`config.mk`:
```
export PLATFORM = sky130hd
export DESIGN_NAME = redp_adc_capture
export DESIGN_NICKNAME = d
export VERILOG_FILES = /design/src/rtl/redp_adc_capture.sv
export SDC_FILE = /design/constraint.sdc
export NUM_CORES = 1
export LEC_CHECK = 0
export ABC_AREA = 1
export CAP_MARGIN = 15
export CORE_UTILIZATION = 59
export DETAILED_ROUTE_END_ITERATION = 6
export GPL_TIMING_DRIVEN = 1
export PLACE_DENSITY = 0.79
export SYNTH_ARGS = -nofsm -noshare
export SYNTH_HDL_FRONTEND = slang
export SYNTH_SLANG_ARGS = --single-unit
```
`constraint.sdc`:
```
create_clock -name adc_clk -period 3.5 [get_ports adc_clk]
set_input_delay 0.35 -clock adc_clk [delete_from_list [all_inputs] [get_ports adc_clk]]
set_output_delay 0.35 -clock adc_clk [all_outputs]
set_load 0.1 [all_outputs]
```
`src/rtl/redp_adc_capture.sv`:
```
// Two-channel ADC capture: pad registration, offset-binary (negative slope) to
// two's complement conversion, enable/settle gating, 2^n averaging and sticky overrange.
module redp_adc_capture #(
  parameter int ADC_W         = 14,
  parameter int MAX_LOG2      = 10,
  parameter int SETTLE_CYCLES = 16
) (
  input  logic             adc_clk,
  input  logic             adc_rstn,
  input  logic             enable,
  input  logic [3:0]       dec_log2,
  input  logic             ovr_clr,
  input  logic [ADC_W-1:0] adc_dat_a_i,
  input  logic [ADC_W-1:0] adc_dat_b_i,
  output logic [ADC_W-1:0] dat_a_o,
  output logic [ADC_W-1:0] dat_b_o,
  output logic             valid_o,
  output logic             ovr_a_o,
  output logic             ovr_b_o,
  output logic             running_o
);

  localparam int ACC_W = ADC_W + MAX_LOG2;
  localparam int CNT_W = MAX_LOG2 + 1;
  localparam int SET_W = $clog2(SETTLE_CYCLES) + 1;
  localparam logic [CNT_W-1:0] CNT_ONE  = CNT_W'(1);
  localparam logic [SET_W-1:0] SET_ONE  = SET_W'(1);
  localparam logic [SET_W-1:0] SET_LAST = SET_W'(SETTLE_CYCLES - 1);
  localparam logic [3:0]       EXP_MAX  = 4'(MAX_LOG2);
  localparam logic signed [ADC_W-1:0] FS_POS = {1'b0, {(ADC_W-1){1'b1}}};
  localparam logic signed [ADC_W-1:0] FS_NEG = {1'b1, {(ADC_W-1){1'b0}}};

  localparam logic [1:0] ST_IDLE   = 2'd0;
  localparam logic [1:0] ST_SETTLE = 2'd1;
  localparam logic [1:0] ST_RUN    = 2'd2;

  function automatic logic signed [ADC_W-1:0] to_signed(input logic [ADC_W-1:0] raw);
    return {raw[ADC_W-1], ~raw[ADC_W-2:0]};
  endfunction

  function automatic logic signed [ACC_W-1:0] sext(input logic signed [ADC_W-1:0] s);
    return {{MAX_LOG2{s[ADC_W-1]}}, s};
  endfunction

  function automatic logic is_full_scale(input logic signed [ADC_W-1:0] s);
    return (s == FS_POS) || (s == FS_NEG);
  endfunction

  // Arithmetic shift floors toward minus infinity; the average always fits ADC_W.
  function automatic logic signed [ADC_W-1:0] floor_avg(input logic signed [ACC_W-1:0] sum,
                                                       input logic [3:0] sh);
    logic signed [ACC_W-1:0] t;
    t = sum >>> sh;
    return t[ADC_W-1:0];
  endfunction

  logic        [ADC_W-1:0] raw_a_p0_q, raw_b_p0_q;
  logic signed [ADC_W-1:0] s_a_p1_q, s_b_p1_q;

  logic [1:0]              state_q, state_d;
  logic [SET_W-1:0]        set_cnt_q, set_cnt_d;
  logic [CNT_W-1:0]        smp_cnt_q, smp_cnt_d;
  logic [3:0]              dec_q;
  logic signed [ACC_W-1:0] acc_a_q, acc_a_d, acc_b_q, acc_b_d;
  logic signed [ACC_W-1:0] sum_a, sum_b;
  logic [ADC_W-1:0]        dat_a_q, dat_a_d, dat_b_q, dat_b_d;
  logic                    valid_q, valid_d;
  logic                    ovr_a_q, ovr_a_d, ovr_b_q, ovr_b_d;
  logic [3:0]              exp_eff;
  logic [CNT_W-1:0]        last_cnt;
  logic                    in_run;

  // Stage 0: pad capture
  always_ff @(posedge adc_clk) begin
    raw_a_p0_q <= adc_dat_a_i;
    raw_b_p0_q <= adc_dat_b_i;
  end

  // Stage 1: format conversion
  always_ff @(posedge adc_clk) begin
    s_a_p1_q <= to_signed(raw_a_p0_q);
    s_b_p1_q <= to_signed(raw_b_p0_q);
  end

  assign in_run   = (state_q == ST_RUN);
  assign exp_eff  = (dec_log2 > EXP_MAX) ? EXP_MAX : dec_log2;
  assign last_cnt = (CNT_ONE << exp_eff) - CNT_ONE;
  assign sum_a    = acc_a_q + sext(s_a_p1_q);
  assign sum_b    = acc_b_q + sext(s_b_p1_q);

  // Accumulate / decimate stage
  always_comb begin
    state_d   = state_q;
    set_cnt_d = set_cnt_q;
    smp_cnt_d = smp_cnt_q;
    acc_a_d   = acc_a_q;
    acc_b_d   = acc_b_q;
    dat_a_d   = dat_a_q;
    dat_b_d   = dat_b_q;
    valid_d   = 1'b0;
    case (state_q)
      ST_IDLE: begin
        acc_a_d   = '0;
        acc_b_d   = '0;
        smp_cnt_d = '0;
        set_cnt_d = '0;
        if (enable) state_d = ST_SETTLE;
      end
      ST_SETTLE: begin
        acc_a_d   = '0;
        acc_b_d   = '0;
        smp_cnt_d = '0;
        if (!enable) begin
          state_d   = ST_IDLE;
          set_cnt_d = '0;
        end else if (set_cnt_q == SET_LAST) begin
          state_d   = ST_RUN;
          set_cnt_d = '0;
        end else begin
          set_cnt_d = set_cnt_q + SET_ONE;
        end
      end
      ST_RUN: begin
        if (!enable || (dec_log2 != dec_q)) begin
          // Leaving RUN or a new exponent: the partial block is dropped.
          if (!enable) state_d = ST_IDLE;
          acc_a_d   = '0;
          acc_b_d   = '0;
          smp_cnt_d = '0;
        end else if (smp_cnt_q == last_cnt) begin
          dat_a_d   = floor_avg(sum_a, exp_eff);
          dat_b_d   = floor_avg(sum_b, exp_eff);
          valid_d   = 1'b1;
          acc_a_d   = '0;
          acc_b_d   = '0;
          smp_cnt_d = '0;
        end else begin
          acc_a_d   = sum_a;
          acc_b_d   = sum_b;
          smp_cnt_d = smp_cnt_q + CNT_ONE;
        end
      end
      default: state_d = ST_IDLE;
    endcase
  end

  // A new overrange event takes priority over a simultaneous clear.
  assign ovr_a_d = (in_run && is_full_scale(s_a_p1_q)) ? 1'b1 : (ovr_clr ? 1'b0 : ovr_a_q);
  assign ovr_b_d = (in_run && is_full_scale(s_b_p1_q)) ? 1'b1 : (ovr_clr ? 1'b0 : ovr_b_q);

  always_ff @(posedge adc_clk or negedge adc_rstn) begin
    if (!adc_rstn) begin
      state_q   <= ST_IDLE;
      set_cnt_q <= '0;
      smp_cnt_q <= '0;
      dec_q     <= '0;
      acc_a_q   <= '0;
      acc_b_q   <= '0;
      dat_a_q   <= '0;
      dat_b_q   <= '0;
      valid_q   <= 1'b0;
      ovr_a_q   <= 1'b0;
      ovr_b_q   <= 1'b0;
    end else begin
      state_q   <= state_d;
      set_cnt_q <= set_cnt_d;
      smp_cnt_q <= smp_cnt_d;
      dec_q     <= dec_log2;
      acc_a_q   <= acc_a_d;
      acc_b_q   <= acc_b_d;
      dat_a_q   <= dat_a_d;
      dat_b_q   <= dat_b_d;
      valid_q   <= valid_d;
      ovr_a_q   <= ovr_a_d;
      ovr_b_q   <= ovr_b_d;
    end
  end

  assign dat_a_o   = dat_a_q;
  assign dat_b_o   = dat_b_q;
  assign valid_o   = valid_q;
  assign ovr_a_o   = ovr_a_q;
  assign ovr_b_o   = ovr_b_q;
  assign running_o = in_run;

endmodule

```
==> results.sh <==
export IMPL_timing_worst_slew_pin_value_ns=0.986
export IMPL_arrival_ns=3.56
export IMPL_drive_gt1_frac=0.0507
export IMPL_floorplan_io_pins=68
export IMPL_p_leak_nw=6.52
export IMPL_met2_usage=0.617
export IMPL_tritoncts_clock_tree="yes"
export IMPL_cell_pwr_density_nw_per_um2=396
export IMPL_post_cts_setup_buffer_count=0
export IMPL_dp_hpwl_um=24800
export IMPL_post_synth_inst_count=1641
export IMPL_start_util=0.601
export IMPL_synth_yosys_seq_area_share=0.338
export IMPL_drt_wl_total_um=33000
export IMPL_rsz0062_at_grt="no"
export IMPL_dp_slack_ns=-0.0666
export IMPL_routed_via_count=11400
export IMPL_grt_total_usage=0.364
export IMPL_critPathMaxFanout=15
export IMPL_critical_path_n_buffers_inverters=2
export IMPL_busiest_layer="met2"
export IMPL_timing_critical_path_slowest_stage_cell="sky130_fd_sc_hd__clkdlybuf4s50_1"
export IMPL_worstPathRequired_ns=3.87
export IMPL_number_of_i_o_port_buffers=67
export IMPL_synthArstFlopShare=0.643
export IMPL_synth_seq_cells=157
export IMPL_synth_yosys_warnings=0
export IMPL_failed_checks="design-rule violations"
export IMPL_cts_max_level=4
export IMPL_die_y_um=137
export IMPL_report_final_setup_viol=0
export IMPL_synth_area_leaders="sky130_fd_sc_hd__dfrtp_1 (23%), sky130_fd_sc_hd__nand2_1 (18%), sky130_fd_sc_hd__nand3_1 (14%), sky130_fd_sc_hd__dfxtp_1 (10%), sky130_fd_sc_hd__inv_1 (6.3%)"
export IMPL_floorplan_core_area_um2=18000
export IMPL_fin_nets=1790
export IMPL_syn_mean_instance_area_um2=6.58
export IMPL_n_antenna_cell=0
export IMPL_critical_path_endpoint_type="flop"
export IMPL_combined_area_of_the_multi_input_logic_cells_um2=6150
export IMPL_grt_antenna_before_repair=0
export IMPL_fill_cells=1619
export IMPL_place_congestion=0.998
export IMPL_cell_at_the_root_of_the_clock_tree="sky130_fd_sc_hd__clkbuf_16"
export IMPL_overflow=0
export IMPL_hold_ws_ns=0.333
export IMPL_die_w_um=137
export IMPL_clkTransAtPathRegs_ns=0.07
export IMPL_number_of_distinct_library_cells_after_synthesis=47
export IMPL_routed_length_per_placed_instance_um=17.0
export IMPL_globalRouteMet3Util=0.0662
export IMPL_synth_fp_nets=1728
export IMPL_maxSlewHeadroom=0.341
export IMPL_grt_pass1_wl_um=52400
export IMPL_maxClockFrequency_ghz=0.314
export IMPL_row_count=49
export IMPL_synth_top_cell_by_area="sky130_fd_sc_hd__dfrtp_1"
export IMPL_crit_chain="clkdlybuf4s50_1 > inv_4 > nand2_2 > nand2_2 > nand2_2 > nor2_1 > nand2_1 > ha_1 > xor2_1 > nand3_1 > nor2_1 > nand3_1 > nor2_1 > nand3_1 > nor2_1 > nand4_2 > nor2_1 > nand3_1 > nand2_1"
export IMPL_grt_max_degree=55
export IMPL_netlist_area_leader_share=0.234
export IMPL_remaining_drc_errors=2
export IMPL_start_to_end_type_of_the_worst_setup_path="input port to flop"
export IMPL_clock_sinks=157
export IMPL_seqCellArea_um2=3650
export IMPL_period_needed_ns=3.18
export IMPL_synth_cells_most_frequent="sky130_fd_sc_hd__nand2_1 (519), sky130_fd_sc_hd__nand3_1 (307), sky130_fd_sc_hd__inv_1 (182)"
export IMPL_synth_cell_area_um2=10800
export IMPL_clock_latency_on_the_worst_skew_pair_ns=0.45
export IMPL_finClkSkew_ns=0.0189
export IMPL_area_grow_syn2layout_pct=14.2
export IMPL_routed_via_density=5.84
export IMPL_drt_pass1_iterations=7
export IMPL_cts_buffer_count=17
export IMPL_globalRouteMet1Util=0.440
export IMPL_report_final_hold_viol_count=0
export IMPL_floorplan_die_area_um2=18800
export IMPL_setup_worst_path_start_class="input port"
export IMPL_cap_violations=0
export IMPL_most_instantiated_library_cell_after_synthesis="sky130_fd_sc_hd__nand2_1"
export IMPL_most_instantiated_flip_flop_cell_in_the_synthesis_netlist="sky130_fd_sc_hd__dfrtp_1"
export IMPL_drtAntennaViolNets=0
export IMPL_cpLargestDelayFamily="simple AND/OR/NAND/NOR gates"
export IMPL_final_period_utilization=0.909
export IMPL_cpPeakStageDelay_ns=0.53
export IMPL_drtIter0Drc=997
export IMPL_max_vdd_ir_drop_v=0.000677
export IMPL_synth_edf_count=0
export IMPL_grt_pass1_vias=10800
export IMPL_critical_path_top_cell_by_count="sky130_fd_sc_hd__nor2_1"
export IMPL_worst_hold_path_type="flop to flop"
export IMPL_status="complete, but fails checks"
export IMPL_postLayoutSetupSlackWorst_ns=0.318
export IMPL_final_max_slew_viol_count=0
export IMPL_max_clock_path_buffers=2
## layout make-up
type / count / share of cell area
timing repair buffer: 96 / 0.0739
sequential: 157 / 0.296
clock buffer: 19 / 0.0386
inverter: 191 / 0.0588
multi-input combinational: 1240 / 0.499
tap: 229 / 0.0232
clock inverter: 13 / 0.0109
## sequential cells by signal, indices dropped and copies added, names as in the netlist, 2 cells and up
name        count
dec_q           4
s_a_p1_q       14
acc_a_q        24
set_cnt_q       5
raw_a_p0_q     14
acc_b_q        24
smp_cnt_q      11
state_q         2
s_b_p1_q       14
raw_b_p0_q     14
dat_a_o        14
dat_b_o        14
## power breakdown
part | internal, mW | switching, mW | total [mW]
clock | 1.09 | 0.870 | 1.96
combinational | 0.281 | 0.723 | 1.00
sequential | 1.87 | 0.0471 | 1.91
## layout by cell type, fill, tap and decap left out, drive strengths merged, types with 2 or more instances in the layout
cell type / synthesis / final
nand2: 526 / 526
nand3: 309 / 309
inv: 189 / 200
dfrtp: 101 / 101
nor2: 100 / 100
o21ai: 71 / 71
clkdlybuf4s50: 0 / 65
dfxtp: 56 / 56
a21oi: 50 / 50
ha: 49 / 49
nand4: 40 / 40
buf: 22 / 30
xor2: 19 / 19
clkbuf: 31 / 19
nor3: 11 / 11
xnor2: 9 / 9
nand3b: 8 / 8
and2: 7 / 7
nor4: 7 / 7
o21bai: 6 / 6
or2: 4 / 4
o211ai: 4 / 4
a22oi: 4 / 4
clkinv: 2 / 3
o41ai: 2 / 2
o22ai: 2 / 2
fa: 2 / 2
nor3b: 2 / 2
## through the flow
stage	instances	cell area (um^2)	power, mW	util	setup TNS [ns]
after floorplan	1641	10800	2.59	-	0
after global placement	1912	11700	2.91	0.652	0
after detailed placement	1912	11700	2.93	0.652	-0.255
after CTS	1945	12300	4.86	0.686	0
after global routing	1945	12300	5.06	0.686	0
final	1945	12300	4.88	0.686	0
## logic make-up (layout without fill, tap and decap cells)
family / Yosys count / in the layout / synth area share
and+or+nand+nor: 1015 / 1015 / 0.411
buffers and inverters: 244 / 319 / 0.0925
DFF: 157 / 157 / 0.338
AOI/OAI and AO/OA: 146 / 146 / 0.0749
adders and majority gates: 51 / 51 / 0.0605
xor gates and xnor gates: 28 / 28 / 0.0227
## what timing repair did
action	4_1_cts	5_1_grt
hold buffers	1	0
resized for setup	0	0
endpoints found under the hold margin	21	0
## worst paths after layout
| check | depth (start not counted) | slack (ns) | start | to |
|---|---|---|---|---|
| setup / recovery | 19 | 0.32 | dec_log2[2] | dat_b_o[11]$_DFFE_PN0P_ |
| max in group asynchronous | 3 | 2.26 | adc_rstn | acc_a_q[12]$_DFFE_PN0P_ |
| hold reg to reg | 0 | 0.33 | raw_a_p0_q[13]$_DFF_P_ | s_a_p1_q[13]$_DFF_P_ |
| setup reg to reg | 19 | 0.58 | s_a_p1_q[0]$_DFF_P_ | dat_a_o[7]$_DFFE_PN0P_ |
| min in group asynchronous | 2 | 0.36 | adc_rstn | acc_b_q[9]$_DFFE_PN0P_ |
| hold / removal | 0 | 0.33 | raw_a_p0_q[13]$_DFF_P_ | s_a_p1_q[13]$_DFF_P_ |
## per-layer routing
metal  routed length (um)  up-vias  share of wire
met2                15700      504           0.48
met5                    0        -              0
li1                     -     5515              -
met3                 2390      100          0.072
met4                 1490        0          0.045
met1                13400     5240           0.41
Note: power is estimated with default switching activity, not from simulation.
